==> src/rtl/hc86_mismatch_mon.sv <==
// rtl/hc86_mismatch_mon.sv - windowed mismatch counter with threshold alarm behind the hc86 XOR
// Optional first-mismatch capture (first_vld/first_idx) when FIRST_ERR_EN is defined.
module hc86_mismatch_mon #(
   parameter int CNT_W = 8,
   parameter int WIN_W = 16
) (
   input  logic             clk,
   input  logic             rst_n,
   input  logic             start,
   input  logic [WIN_W-1:0] win_len,
   input  logic [CNT_W-1:0] thresh,
   input  logic             xin,
   output logic             busy,
   output logic             done,
   output logic [CNT_W-1:0] err_cnt,
`ifdef FIRST_ERR_EN
   output logic             first_vld,
   output logic [WIN_W-1:0] first_idx,
`endif
   output logic             alarm
);

   localparam logic [1:0] S_IDLE = 2'd0;
   localparam logic [1:0] S_RUN  = 2'd1;
   localparam logic [1:0] S_DONE = 2'd2;

   logic [1:0]       state;
   logic             sync1;
   logic             xs;
   logic [WIN_W-1:0] wcnt;
   logic [CNT_W-1:0] thresh_r;

   // xin is asynchronous to clk; only the second flop is ever consumed
   always_ff @(posedge clk or negedge rst_n) begin
      if (!rst_n) begin
         sync1 <= 1'b0;
         xs    <= 1'b0;
      end else begin
         sync1 <= xin;
         xs    <= sync1;
      end
   end

   always_ff @(posedge clk or negedge rst_n) begin
      if (!rst_n) begin
         state    <= S_IDLE;
         done     <= 1'b0;
         err_cnt  <= '0;
         alarm    <= 1'b0;
         wcnt     <= '0;
         thresh_r <= '0;
      end else begin
         done <= 1'b0;
         case (state)
            S_IDLE: begin
               if (start) begin
                  thresh_r <= thresh;
                  err_cnt  <= '0;
                  alarm    <= 1'b0;
                  wcnt     <= win_len;
                  state    <= (win_len == '0) ? S_DONE : S_RUN;
               end
            end
            S_RUN: begin
               if (xs && (err_cnt != {CNT_W{1'b1}}))
                  err_cnt <= err_cnt + CNT_W'(1);
               wcnt <= wcnt - WIN_W'(1);
               if (wcnt == WIN_W'(1))
                  state <= S_DONE;
            end
            S_DONE: begin
               done  <= 1'b1;
               alarm <= (err_cnt >= thresh_r);
               state <= S_IDLE;
            end
            default: state <= S_IDLE;
         endcase
      end
   end

   assign busy = (state == S_RUN) || (state == S_DONE);

`ifdef FIRST_ERR_EN
   logic [WIN_W-1:0] win_len_r;

   // sample index is recovered from the down-counter: len - remaining
   always_ff @(posedge clk or negedge rst_n) begin
      if (!rst_n) begin
         win_len_r <= '0;
         first_vld <= 1'b0;
         first_idx <= '0;
      end else begin
         if ((state == S_IDLE) && start) begin
            win_len_r <= win_len;
            first_vld <= 1'b0;
            first_idx <= '0;
         end else if ((state == S_RUN) && xs && !first_vld) begin
            first_vld <= 1'b1;
            first_idx <= win_len_r - wcnt;
         end
      end
   end
`endif

endmodule

==> config.mk <==
export PLATFORM = sky130hd
export DESIGN_NAME = hc86_mismatch_mon
export DESIGN_NICKNAME = d
export VERILOG_FILES = /design/src/rtl/hc86_mismatch_mon.sv
export SDC_FILE = /design/constraint.sdc
export NUM_CORES = 1
export LEC_CHECK = 0
export CAP_MARGIN = 20
export CORE_AREA = 2 2 71 90
export CTS_BUF_LIST = sky130_fd_sc_hd__clkbuf_8
export DETAILED_ROUTE_END_ITERATION = 12
export DIE_AREA = 0 0 73 92
export GPL_ROUTABILITY_DRIVEN = 0
export PLACE_DENSITY = 0.58
export SYNTH_ARGS = -nofsm -noshare
export SYNTH_HDL_FRONTEND = slang
export SYNTH_SLANG_ARGS = --single-unit
==> constraint.sdc <==
create_clock -name clk -period 2.5 [get_ports clk]
set_input_delay 0.75 -clock clk [delete_from_list [all_inputs] [get_ports clk]]
set_output_delay 0.75 -clock clk [all_outputs]
set_load 0.1 [all_outputs]
==> qor.txt, run 1 <==
RUN STATUS
-------------------------------------------------------------------------------------
Status ................................................................. finished, final reports clean

SETUP PATH
-------------------------------------------------------------------------------------
CP Capture Type ........................................................         flop
Type of the setup path with the least slack ............................ flop to flop
Required time of the critical path .....................................      2680 ps
CP dominant cell by count .............................................. sky130_fd_sc_hd__inv_1
Critical Path AT .......................................................      2330 ps
Top fanout value on the critical path ..................................            9
Startpoint type of the worst setup path ................................         flop
Worst setup path startpoint ............................................ state[0]$_DFFE_PN0P_
Critical Path Max Stage Delay ..........................................       470 ps
R2r startpoint ......................................................... state[0]$_DFFE_PN0P_
Crit-path slowest cell ................................................. sky130_fd_sc_hd__a21boi_0
Ordered cell list for the critical path ................................ inv_1 -> ha_1 -> inv_1 -> a21boi_0 -> buf_4 -> nor2_1 -> a22oi_1 -> o21ai_0

LAYOUT
-------------------------------------------------------------------------------------
Area taken by multi-input logic gates ..................................    1224 um^2
Filler cell count ......................................................          587
Number of diodes added for antenna fixing ..............................            0
Synth-to-Final Area Change .............................................       23.83%
Register cell area after layout ........................................   950.9 um^2
Layout Nets ............................................................          339
Layout cell share with drive strength beyond 1 .........................       15.77%

CLOCK NETWORK
-------------------------------------------------------------------------------------
CTS Hold Bufs ..........................................................            0
Worst-case clock buffer depth ..........................................            2
Number of buffers created by CTS .......................................            5
Number of post-CTS setup repair buffers ................................            0
CTS Root Buffer Type ................................................... sky130_fd_sc_hd__clkbuf_8
Total number of clock tree sinks .......................................           38
Maximum level of the CTS H-tree ........................................            2
Clock-pin slew of the registers on the worst-case setup and hold paths .        80 ps
Latest clock arrival within the worst-skew pair ........................       290 ps
Number of gates resized after CTS ......................................            0
Clock tree from TritonCTS ..............................................          yes

STA
-------------------------------------------------------------------------------------
Hold violation count in the final report ...............................            0
Hold_ws ................................................................     352.2 ps
Worst slew margin relative to its limit ................................       62.98%
Worst Max-Slew Pin Slew ................................................     550.4 ps
Max-slew violation total from the final report .........................            0
Setup repair after global routing missed its margin ....................        false
Fmax ...................................................................   0.4658 GHz
Final critical path time including I/O delays and setup ................      2147 ps
Total negative setup slack .............................................         0 ps
Final clock period utilization by the worst path .......................       85.87%
Final setup violation count ............................................            0
Final setup skew .......................................................     10.77 ps

LOGIC SYNTHESIS
-------------------------------------------------------------------------------------
Dominant combinational cell family by area after synthesis ............. simple AND/OR/NAND/NOR gates
Netlist area before placement ..........................................    2305 um^2
Sequential element share of the synthesized area .......................       41.26%
Cells taking the most area after synthesis ............................. sky130_fd_sc_hd__dfrtp_1 (41%), sky130_fd_sc_hd__ha_1 (7.6%), sky130_fd_sc_hd__a21oi_1 (5.0%), sky130_fd_sc_hd__o21ai_0 (3.9%), sky130_fd_sc_hd__mux2_2 (3.9%)
Number of flops mapped to enable cells by yosys ........................            0
Mux share of post-synthesis cell area ..................................       5.212%
Number of warning messages in the yosys log ............................            0
Compound-gate portion of the synthesized area ..........................       19.65%
Most common flop cell mapped by yosys .................................. sky130_fd_sc_hd__dfrtp_1
Mean instance size in the synthesized netlist ..........................   9.146 um^2
Proportion of netlist area held by the largest area contributor ........       41.26%
Number of cells produced by synthesis ..................................          252
Most frequently used cell type in the post-synthesis netlist ........... sky130_fd_sc_hd__dfrtp_1
Yosys reg bits .........................................................           38
Most common library cells after synthesis .............................. sky130_fd_sc_hd__dfrtp_1 (38), sky130_fd_sc_hd__a21oi_1 (23), sky130_fd_sc_hd__nand2_1 (18), sky130_fd_sc_hd__o21ai_0 (18), sky130_fd_sc_hd__nor2_1 (17)
Post-Synth Simple-Gate Area ............................................       20.63%
Share of synthesized flip-flops with an asynchronous set or reset ......       100.0%
Adder-cell share of the synthesized area ...............................       7.600%
Net count after synthesis ..............................................          294
Number of distinct library cells after synthesis .......................           50
Library cell with the largest summed area after synthesis .............. sky130_fd_sc_hd__dfrtp_1
Post-Synth XOR/XNOR Area ...............................................           0%

FLOORPLAN
-------------------------------------------------------------------------------------
Placement Rows .........................................................           32
Ports placed on the boundary ...........................................           39
Initial cell density of the core .......................................       38.63%
Core Region ............................................................    5966 um^2
Width of the chip ......................................................        73 um
Area enclosed by the die boundary ......................................    6716 um^2
Vertical extent of the die .............................................        92 um

DETAILED ROUTING
-------------------------------------------------------------------------------------
Post-Route WL ..........................................................     5.493 mm
Detailed-router iteration count before antenna repair ..................            4
Initial drt markers ....................................................           92
Average routed wire per standard cell ..................................     15.01 um
Number of nets still failing antenna checks after routing ..............            0
Via density per instance ...............................................        5.560
Via count ..............................................................        2,035
Remaining design rule violation count ..................................            0

GRT
-------------------------------------------------------------------------------------
Largest net degree at the start of global routing ......................           39
Initial antenna violation count ........................................            0
Remaining Overflow, GRT ................................................            0
Total global-route track usage .........................................       18.17%
Vias in the first global route .........................................        2,101
Wire length of the first global-routing pass ...........................     9.660 mm

RUN
-------------------------------------------------------------------------------------
Number of max-cap violations ...........................................            0

PLACED DESIGN
-------------------------------------------------------------------------------------
DPL Wire Length ........................................................     4.053 mm
Number of port buffers .................................................           38

PWR
-------------------------------------------------------------------------------------
IR drop worst, VDD .....................................................    0.3860 mV
Leakage power ..........................................................     1.242 nW
Total Power Consumption ................................................   0.003180 W
Power per standard cell area ........................................... 1114 nW/um^2

HOLD PATH
-------------------------------------------------------------------------------------
Path class of the lowest-slack min-delay path .......................... flop to flop
Worst min-delay path startpoint ........................................ sync1$_DFF_PN0_

[cells by family after synthesis]
group	Yosys count
buf+inv	26
mux	11
flops	38
compound gates	75
simple gates	88
fa+ha+maj	14
[flip-flops by register name (all words and copies together) (netlist names)]
register and count:
xs 1, thresh_r 8, alarm 1, done 1
err_cnt 8, sync1 1, wcnt 16, state 2
[final cells by class]
class                           count  share of cell area [%]
Timing Repair Buffer               49                   15.52
Sequential cell                    38                   33.32
Clock inverter                      2                  0.4384
Clock buffer                        6                   2.893
Multi-Input combinational cell    188                   42.88
Inverter                           15                   1.973
Tap cell                           68                   2.981
[layout by cell type (no fill, tap or decap), types with 3 or more instances in the layout]
master	count
sky130_fd_sc_hd__a21oi_1	23
sky130_fd_sc_hd__buf_4	21
sky130_fd_sc_hd__clkbuf_8	6
sky130_fd_sc_hd__clkdlybuf4s50_1	26
sky130_fd_sc_hd__dfrtp_1	38
sky130_fd_sc_hd__ha_1	14
sky130_fd_sc_hd__inv_1	14
sky130_fd_sc_hd__mux2_2	8
sky130_fd_sc_hd__mux2i_1	3
sky130_fd_sc_hd__nand2_1	18
sky130_fd_sc_hd__nand3_1	12
sky130_fd_sc_hd__nand4_1	8
sky130_fd_sc_hd__nor2_1	17
sky130_fd_sc_hd__nor3_1	9
sky130_fd_sc_hd__nor4_1	5
sky130_fd_sc_hd__o21ai_0	18
sky130_fd_sc_hd__o22ai_1	14
[worst max-delay path, delay by kind of cell, from the launching register on]
kind | cells | cell delay (ps)
compound gates | 3 | 710
buf+inv | 3 | 470
flops | 1 | 430
fa+ha+maj | 1 | 370
simple gates | 1 | 50
[stage by stage]
step	cell area (um^2)	std cells	setup WS [ps]	utilization, %
global route	2854	366	105.0	47.84
finish	2854	366	353.1	47.84
global placement	2759	358	66.34	46.25
CTS	2854	366	353.9	47.84
floorplan	2305	252	191.4	-
detailed placement	2759	358	54.12	46.25
[power by group]
part | internal (W) | switching (W)
Clock | 0.000222 | 0.000229
Sequential | 0.000854 | 0.000258
Combinational | 0.000658 | 0.000960
[path summary, 6_finish.rpt]
| check | depth (start not counted) | end | slack (ps) |
|---|---|---|---|
| min in group asynchronous | 2 | wcnt[5]$_DFFE_PN0P_ | 500 |
| min | 0 | xs$_DFF_PN0_ | 350 |
| max in group asynchronous | 2 | err_cnt[6]$_DFFE_PN0P_ | 1640 |
| max reg2reg | 8 | err_cnt[1]$_DFFE_PN0P_ | 350 |
| max | 8 | err_cnt[1]$_DFFE_PN0P_ | 350 |
| min reg2reg | 0 | xs$_DFF_PN0_ | 350 |
[metal layers]
| layer | up-vias | track usage [%] | wire (um) |
|---|---|---|---|
| li1 | 1024 | - | - |
| met1 | 965 | 21.58 | 2465 |
| met2 | 39 | 32.06 | 2783 |
| met3 | 7 | 3.297 | 161 |
| met4 | 0 | 6.173 | 81 |
| met5 | - | 0 | 0 |
(Power assumes the default switching activity.)
==> run 2, diff against run 1 <==
--- a/config.mk
+++ b/config.mk
@@ -6,10 +6,10 @@
 export NUM_CORES = 1
 export LEC_CHECK = 0
 export CAP_MARGIN = 20
-export CORE_AREA = 2 2 71 90
+export CORE_AREA = 5 5 74 93
 export CTS_BUF_LIST = sky130_fd_sc_hd__clkbuf_8
 export DETAILED_ROUTE_END_ITERATION = 12
-export DIE_AREA = 0 0 73 92
+export DIE_AREA = 0 0 79 98
 export GPL_ROUTABILITY_DRIVEN = 0
 export PLACE_DENSITY = 0.58
 export SYNTH_ARGS = -nofsm -noshare
==> constraint.sdc (replaced) <==
create_clock -name clk -period 2.7 [get_ports clk]
set_input_delay 0.81 -clock clk [delete_from_list [all_inputs] [get_ports clk]]
set_output_delay 0.81 -clock clk [all_outputs]
set_load 0.1 [all_outputs]
==> qor.txt, run 2 (synthesis gave the netlist of run 1 again) <==
SETUP PATH
-------------------------------------------------------------------------------------
Reg2Reg Setup Slack ....................................................       320 ps   -30 ps
Startpoint type of the worst setup path ................................         flop
Required time of the critical path .....................................      2850 ps   +170 ps
Critical Path AT .......................................................      2530 ps   +200 ps
Worst-case reg-to-reg path depth .......................................            7   -1
R2r startpoint ......................................................... state[1]$_DFFE_PN0P_
Type of the setup path with the least slack ............................ flop to flop
Endpoint of the worst-slack reg-to-reg timing path ..................... wcnt[12]$_DFFE_PN0P_
Top fanout value on the critical path ..................................           14   +5
CP Capture Type ........................................................         flop

STA
-------------------------------------------------------------------------------------
Fmax ...................................................................   0.4209 GHz   -9.6%
Hold violation count in the final report ...............................            0   unchanged
Worst slew margin relative to its limit ................................       64.81%   +1.8 points
Total negative setup slack .............................................         0 ps   unchanged
Hold_ws ................................................................     353.0 ps   +0.8060 ps
Final critical path time including I/O delays and setup ................      2376 ps   +229.1 ps
Final setup violation count ............................................            0   unchanged
Max-slew violation total from the final report .........................            0   unchanged
Worst Max-Slew Pin Slew ................................................     526.8 ps   -23.61 ps
Setup repair after global routing missed its margin ....................        false
Final clock period utilization by the worst path .......................       88.00%   +2.1 points
Final setup skew .......................................................     14.11 ps   +3.338 ps

LAYOUT
-------------------------------------------------------------------------------------
Synth-to-Final Area Change .............................................       23.45%
Number of flip-flops in the largest register ...........................           16   unchanged
Layout cell share with drive strength beyond 1 .........................       14.92%   -0.86 points
Most flops, register ...................................................         wcnt
Number of diodes added for antenna fixing ..............................            0   unchanged
Top library cells by usage in the layout, fill and taps aside .......... sky130_fd_sc_hd__dfrtp_1 (38), sky130_fd_sc_hd__clkdlybuf4s50_1 (26), sky130_fd_sc_hd__a21oi_1 (23)
Layout Nets ............................................................          336   -0.88%
Largest registers in the final layout .................................. wcnt: 16 flops, err_cnt: 8 flops, thresh_r: 8 flops
Layout Cells excl Fill .................................................          363   -0.82%
Total non-filler cell area in the finished layout ......................    2845 um^2   -0.31%
Most common library cell in the layout ignoring fill and taps .......... sky130_fd_sc_hd__dfrtp_1

GRT
-------------------------------------------------------------------------------------
Largest net degree at the start of global routing ......................           26   -33%
Wire length of the first global-routing pass ...........................     9.708 mm   +0.50%
Remaining Overflow, GRT ................................................            0   unchanged
Vias in the first global route .........................................        2,097   -0.19%
Total global-route track usage .........................................       15.55%   -2.6 points
Initial antenna violation count ........................................            0   unchanged

PWR
-------------------------------------------------------------------------------------
Clock network power share ..............................................        16.1%   +1.9 points
Leakage power ..........................................................     1.237 nW   -0.41%
Switching pwr ..........................................................   0.001328 W   -8.2%
Sequential power share .................................................        34.5%   -0.5 points
Cell internal power dissipation ........................................   0.001658 W   -4.3%
Relative contribution of combinational cells to total power ............        49.4%   -1.5 points
Power per standard cell area ........................................... 1050 nW/um^2   -5.8%
IR drop worst, VDD .....................................................    0.4812 mV   +25%
Switching fraction of total power ......................................       44.46%   -1.0 points

HOLD PATH
-------------------------------------------------------------------------------------
Worst Hold End ......................................................... xs$_DFF_PN0_
Worst min-delay path startpoint ........................................ sync1$_DFF_PN0_
Cell depth of the worst min-delay path .................................            0   unchanged
Path class of the lowest-slack min-delay path .......................... flop to flop

FLOORPLAN
-------------------------------------------------------------------------------------
Area enclosed by the die boundary ......................................    7742 um^2   +15%
Core Region ............................................................    5966 um^2   unchanged
Ports placed on the boundary ...........................................           39   unchanged
Placement Rows .........................................................           32   unchanged
Vertical extent of the die .............................................        98 um   +6.5%
Initial cell density of the core .......................................       38.63%   unchanged
Width of the chip ......................................................        79 um   +8.2%

CLOCK NETWORK
-------------------------------------------------------------------------------------
Number of post-CTS setup repair buffers ................................            0   unchanged
CTS Root Buffer Type ................................................... sky130_fd_sc_hd__clkbuf_8
Total number of clock tree sinks .......................................           38   unchanged
Worst-case clock buffer depth ..........................................            2   unchanged
Clock-pin slew of the registers on the worst-case setup and hold paths .        80 ps   about the same
Latest clock arrival within the worst-skew pair ........................       300 ps   about the same
Number of buffers created by CTS .......................................            5   unchanged
Maximum level of the CTS H-tree ........................................            2   unchanged
Clock tree from TritonCTS ..............................................          yes
Number of gates resized after CTS ......................................            0   unchanged
CTS Hold Bufs ..........................................................            0   unchanged

DETAILED ROUTING
-------------------------------------------------------------------------------------
Initial drt markers ....................................................          124   +35%
Via density per instance ...............................................        5.606   +0.83%
Number of nets still failing antenna checks after routing ..............            0   unchanged
Average routed wire per standard cell ..................................     15.39 um   +2.5%
Remaining design rule violation count ..................................            0   unchanged
Via count ..............................................................        2,035   unchanged
Post-Route WL ..........................................................     5.585 mm   +1.7%
Detailed-router iteration count before antenna repair ..................            4   unchanged

RUN STATUS
-------------------------------------------------------------------------------------
Status ................................................................. finished, final reports clean

PLACED DESIGN
-------------------------------------------------------------------------------------
Total cell area at the placement stage .................................    2736 um^2   -0.82%
Number of port buffers .................................................           38   unchanged
DPL Wire Length ........................................................     4.184 mm   +3.2%
Number of placed instances with taps included ..........................          355   -0.84%

RUN
-------------------------------------------------------------------------------------
Number of max-cap violations ...........................................            0   unchanged

## run 2: changes by cell type in the layout (fill, tap and decap cells not counted), sizes merged
cell      delta
buf          -3
bufinv       +1
clkbuf       -1
clkinv       +1
clkinvlp     -1
## run 2: critical path, cell delays in order, from the launching register on
cell and delay [ps]:
sky130_fd_sc_hd__dfrtp_1 390, sky130_fd_sc_hd__inv_1 100, sky130_fd_sc_hd__ha_1 470, sky130_fd_sc_hd__clkinv_1 190, sky130_fd_sc_hd__o21ai_2 370, sky130_fd_sc_hd__nand2_1 400, sky130_fd_sc_hd__o22ai_1 250, sky130_fd_sc_hd__a21oi_1 60
## run 2: routing by layer
layer  routed length, um  GRT usage (%)  share of wire [%]
met1                2345          18.41                 42
met3                 302          4.428                5.4
met5                   0              0                  0
met4                  68          4.630                1.2
met2                2870          27.04                 51
## run 2: per-stage QoR
step	setup WS, ps	util [%]	total power, W
after detailed placement	169.1	45.87	0.002525
after floorplan	391.4	-	0.002126
after global placement	180.0	45.87	0.002509
after CTS	330.9	47.69	0.003018
after global routing	15.46	47.69	0.003243
final	324.1	47.69	0.002986
## run 2: worst max path at each step
stage                           start                endpoint  slack (ps)  depth (start not counted)
4_1_cts          state[1]$_DFFE_PN0P_    wcnt[12]$_DFFE_PN0P_         330                          7
3_5_place_dp              win_len[13]    state[0]$_DFFE_PN0P_         170                          6
2_1_floorplan  err_cnt[2]$_DFFE_PN0P_  err_cnt[5]$_DFFE_PN0P_         390                          5
5_1_grt          state[1]$_DFFE_PN0P_    wcnt[12]$_DFFE_PN0P_          20                          7
6_report         state[1]$_DFFE_PN0P_    wcnt[12]$_DFFE_PN0P_         320                          7
3_3_place_gp              win_len[10]    state[0]$_DFFE_PN0P_         180                          6
## run 2: final cells by class
| class | instances | area, um^2 |
|---|---|---|
| multi-input cells | 188 | 1224 |
| fillers | 618 | 3120 |
| flip-flops and latches | 38 | 950.9 |
| clock buffers | 5 | 68.82 |
| well taps | 68 | 85.08 |
| inverters | 15 | 56.30 |
| repair buffers | 46 | 420.4 |
| clock inverters | 3 | 40.04 |
## run 2: power groups by stage
stage,registers [W],logic [W],clock network (W)
finish,0.00103,0.00148,0.000481
global route,0.00107,0.00165,0.000516
CTS,0.00103,0.00149,0.000496
detailed placement,0.00104,0.00149,0
global placement,0.00104,0.00147,0
floorplan,0.00111,0.00102,0
==> run 3, diff against run 2 <==
==> config.mk (replaced) <==
export PLATFORM = sky130hd
export DESIGN_NAME = hc86_mismatch_mon
export DESIGN_NICKNAME = d
export VERILOG_FILES = /design/src/rtl/hc86_mismatch_mon.sv
export SDC_FILE = /design/constraint.sdc
export NUM_CORES = 1
export LEC_CHECK = 0
export ABC_AREA = 1
export CAP_MARGIN = 20
export CORE_AREA = 5 5 77 96
export CTS_BUF_LIST = sky130_fd_sc_hd__clkbuf_8
export DETAILED_ROUTE_END_ITERATION = 12
export DIE_AREA = 0 0 82 101
export GPL_ROUTABILITY_DRIVEN = 0
export HOLD_SLACK_MARGIN = 0.03
export PLACE_DENSITY = 0.57
export SYNTH_ARGS = -nofsm -noshare
export SYNTH_HDL_FRONTEND = slang
export SYNTH_SLANG_ARGS = --single-unit
==> qor.txt, run 3 <==
LOGIC SYNTHESIS
-------------------------------------------------------------------------------------
Most common flop cell mapped by yosys .................................. sky130_fd_sc_hd__dfrtp_1
Cells taking the most area after synthesis ............................. sky130_fd_sc_hd__dfrtp_1 (38%), sky130_fd_sc_hd__nand2_1 (16%), sky130_fd_sc_hd__nor2_1 (8.5%), sky130_fd_sc_hd__ha_1 (7.1%), sky130_fd_sc_hd__inv_1 (6.5%)
Most frequently used cell type in the post-synthesis netlist ........... sky130_fd_sc_hd__nand2_1
Number of cells produced by synthesis ..................................          358   +42%
Dominant combinational cell family by area after synthesis ............. simple AND/OR/NAND/NOR gates
Number of flops mapped to enable cells by yosys ........................            0   unchanged
Compound-gate portion of the synthesized area ..........................       12.30%   -7.4 points
Share of synthesized flip-flops with an asynchronous set or reset ......       100.0%   unchanged
Mux share of post-synthesis cell area ..................................      0.4555%   -4.8 points
Post-Synth Simple-Gate Area ............................................       31.22%   +11 points
Yosys reg bits .........................................................           38   unchanged
Post-Synth XOR/XNOR Area ...............................................       1.417%   +1.4 points
Net count after synthesis ..............................................          400   +36%
Most common library cells after synthesis .............................. sky130_fd_sc_hd__nand2_1 (104), sky130_fd_sc_hd__nor2_1 (56), sky130_fd_sc_hd__inv_1 (43)
Sequential element share of the synthesized area .......................       38.46%   -2.8 points
Library cell with the largest summed area after synthesis .............. sky130_fd_sc_hd__dfrtp_1
Adder-cell share of the synthesized area ...............................       7.085%   -0.52 points
Mean instance size in the synthesized netlist ..........................   6.906 um^2   -24%
Netlist area before placement ..........................................    2472 um^2   +7.3%
Number of distinct library cells after synthesis .......................           28   -44%
Proportion of netlist area held by the largest area contributor ........       38.46%   -2.8 points
Number of warning messages in the yosys log ............................            0   unchanged

LAYOUT
-------------------------------------------------------------------------------------
Largest registers in the final layout .................................. wcnt: 16 flops, err_cnt: 8 flops, thresh_r: 8 flops
Synth-to-Final Area Change .............................................       20.50%
Area taken by multi-input logic gates ..................................    1297 um^2   +6.0%
Register cell area after layout ........................................   950.9 um^2   unchanged
Total non-filler cell area in the finished layout ......................    2979 um^2   +4.7%
Most common library cell in the layout ignoring fill and taps .......... sky130_fd_sc_hd__nand2_1
Layout Nets ............................................................          439   +31%
Most flops, register ...................................................         wcnt
Layout cell share with drive strength beyond 1 .........................       7.305%   -7.6 points
Number of flip-flops in the largest register ...........................           16   unchanged
Filler cell count ......................................................          700   +13%
Top library cells by usage in the layout, fill and taps aside .......... sky130_fd_sc_hd__nand2_1 (104), sky130_fd_sc_hd__nor2_1 (56), sky130_fd_sc_hd__inv_1 (43)
Number of diodes added for antenna fixing ..............................            0   unchanged

RUN STATUS
-------------------------------------------------------------------------------------
Status ................................................................. finished, final reports clean

PWR
-------------------------------------------------------------------------------------
Switching pwr ..........................................................   0.001467 W   +11%
IR drop worst, VDD .....................................................    0.4251 mV   -12%
Switching fraction of total power ......................................       50.21%   +5.7 points
Sequential power share .................................................        33.3%   -1.2 points
Clock network power share ..............................................        12.9%   -3.2 points
Relative contribution of combinational cells to total power ............        53.9%   +4.5 points
Cell internal power dissipation ........................................   0.001455 W   -12%
Leakage power ..........................................................     1.463 nW   +18%
Power per standard cell area ........................................... 980.9 nW/um^2   -6.5%

GRT
-------------------------------------------------------------------------------------
Initial antenna violation count ........................................            0   unchanged
Wire length of the first global-routing pass ...........................     10.43 mm   +7.5%
Total global-route track usage .........................................       16.26%   +0.71 points
Largest net degree at the start of global routing ......................           29   +12%
Remaining Overflow, GRT ................................................            0   unchanged
Vias in the first global route .........................................        2,259   +7.7%

STA
-------------------------------------------------------------------------------------
Fmax ...................................................................   0.4793 GHz   +14%
Final clock period utilization by the worst path .......................       77.27%   -11 points
Worst slew margin relative to its limit ................................       58.86%   -5.9 points
Final critical path time including I/O delays and setup ................      2086 ps   -289.6 ps
Final setup violation count ............................................            0   unchanged
Worst Max-Slew Pin Slew ................................................     617.0 ps   +90.23 ps
Final setup skew .......................................................     8.675 ps   -5.435 ps
Max-slew violation total from the final report .........................            0   unchanged
Worst Slack Setup Final ................................................     613.6 ps   +289.6 ps
Total negative setup slack .............................................         0 ps   unchanged
Setup repair after global routing missed its margin ....................        false
Hold violation count in the final report ...............................            0   unchanged

FLOORPLAN
-------------------------------------------------------------------------------------
Area enclosed by the die boundary ......................................    8282 um^2   +7.0%
Width of the chip ......................................................        82 um   +3.8%
Initial cell density of the core .......................................       38.38%   -0.25 points
Vertical extent of the die .............................................       101 um   +3.1%
Core Region ............................................................    6441 um^2   +8.0%
Ports placed on the boundary ...........................................           39   unchanged
Placement Rows .........................................................           33   +3.1%

CLOCK NETWORK
-------------------------------------------------------------------------------------
Total number of clock tree sinks .......................................           38   unchanged
Maximum level of the CTS H-tree ........................................            2   unchanged
CTS Root Buffer Type ................................................... sky130_fd_sc_hd__clkbuf_8
Number of post-CTS setup repair buffers ................................            0   unchanged
Latest clock arrival within the worst-skew pair ........................       290 ps   about the same
CTS Hold Bufs ..........................................................            0   unchanged
Worst-case clock buffer depth ..........................................            2   unchanged
Number of buffers created by CTS .......................................            5   unchanged
Clock-pin slew of the registers on the worst-case setup and hold paths .        80 ps   about the same
Number of gates resized after CTS ......................................            0   unchanged
Clock tree from TritonCTS ..............................................          yes

DETAILED ROUTING
-------------------------------------------------------------------------------------
Remaining design rule violation count ..................................            0   unchanged
Average routed wire per standard cell ..................................     12.69 um   -18%
Via count ..............................................................        2,314   +14%
Initial drt markers ....................................................           42   -66%
Detailed-router iteration count before antenna repair ..................            4   unchanged
Number of nets still failing antenna checks after routing ..............            0   unchanged
Post-Route WL ..........................................................     6.141 mm   +10%
Via density per instance ...............................................        4.781   -15%

HOLD PATH
-------------------------------------------------------------------------------------
Path class of the lowest-slack min-delay path .......................... flop to flop

PLACED DESIGN
-------------------------------------------------------------------------------------
Post-Place Setup Slack .................................................     272.0 ps   +102.9 ps
DPL Wire Length ........................................................     4.680 mm   +12%
Total cell area at the placement stage .................................    2900 um^2   +6.0%
Number of port buffers .................................................           38   unchanged

SETUP PATH
-------------------------------------------------------------------------------------
Startpoint type of the worst setup path ................................         flop
Top fanout value on the critical path ..................................            3   -11
Type of the setup path with the least slack ............................ flop to output port
Critical Path AT .......................................................      1280 ps   -1250 ps
CP Capture Type ........................................................  output port
Required time of the critical path .....................................      1890 ps   -960 ps

RUN
-------------------------------------------------------------------------------------
Number of max-cap violations ...........................................            0   unchanged

run 3: changes by cell type in the layout (fill, tap and decap cells not counted), sizes merged, moves of 7 or more:
cell   before  now
nand3      12   21
nor2       17   57
nand2      20  105
inv        14   44
mux2        8    1
o22ai      14    1
o21ai      20   28
run 3: final timing paths:
kind                       depth (start not counted)  slack [ps]                 start                      to
setup / recovery                                   3         610  state[0]$_DFFE_PN0P_                    busy
hold / removal                                     0         400       sync1$_DFF_PN0_            xs$_DFF_PN0_
setup reg to reg                                   6         700  state[0]$_DFFE_PN0P_  err_cnt[0]$_DFFE_PN0P_
hold reg to reg                                    0         400       sync1$_DFF_PN0_            xs$_DFF_PN0_
max in group asynchronous                          2        1610                 rst_n     wcnt[8]$_DFFE_PN0P_
min in group asynchronous                          1         440                 rst_n  err_cnt[5]$_DFFE_PN0P_
run 3: per-stage QoR:
| step | std cells | utilization, % | total power (W) | hold WS [ps] |
|---|---|---|---|---|
| after floorplan | 358 | - | 0.002225 | 331.2 |
| after global placement | 477 | 45.03 | 0.002548 | 371.3 |
| after detailed placement | 477 | 45.03 | 0.002575 | 362.1 |
| after CTS | 484 | 46.25 | 0.002967 | 404.5 |
| after global routing | 484 | 46.25 | 0.003237 | 409.2 |
| final | 484 | 46.25 | 0.002922 | 396.3 |
run 3: layout make-up:
type / instances / area share, %
Inverter: 44 / 5.544
Sequential cell: 38 / 31.92
Timing Repair Buffer: 42 / 12.68
Tap cell: 87 / 3.654
Multi-Input combinational cell: 266 / 43.55
Clock buffer: 5 / 2.310
Clock inverter: 2 / 0.3360
run 3: worst max-delay path: stages, from the launching register on:
cell and delay (ps):
sky130_fd_sc_hd__dfrtp_1 370, sky130_fd_sc_hd__inv_1 70, sky130_fd_sc_hd__ha_1 270, sky130_fd_sc_hd__buf_4 280
run 3: cell families (layout without fill, tap and decap cells):
| family | after synthesis | after routing |
|---|---|---|
| buffers and inverters | 54 | 93 |
| flip-flops | 38 | 38 |
| multiplexers | 1 | 1 |
| AND/OR/NAND/NOR | 191 | 191 |
| XOR/XNOR | 4 | 4 |
| AO/OA/AOI/OAI | 56 | 56 |
| adder cells (fa/ha/maj) | 14 | 14 |
run 3: power groups by stage:
| stage | Clock [W] | Sequential (W) | Combinational [W] |
|---|---|---|---|
| after floorplan | 0 | 0.00104 | 0.00118 |
| after global placement | 0 | 0.000981 | 0.00157 |
| after detailed placement | 0 | 0.000983 | 0.00159 |
| after CTS | 0.000394 | 0.000974 | 0.00160 |
| after global routing | 0.000415 | 0.00101 | 0.00182 |
| final | 0.000376 | 0.000972 | 0.00157 |
run 3: routing by layer:
layer	routed length [um]	part of all wire (%)	vias to the layer above	global-route usage (%)
met2	3075	50	45	28.75
met1	2663	43	1048	19.36
li1	-	-	1208	-
met3	241	3.9	13	2.504
met5	0	0	-	0
met4	161	2.6	0	6.266
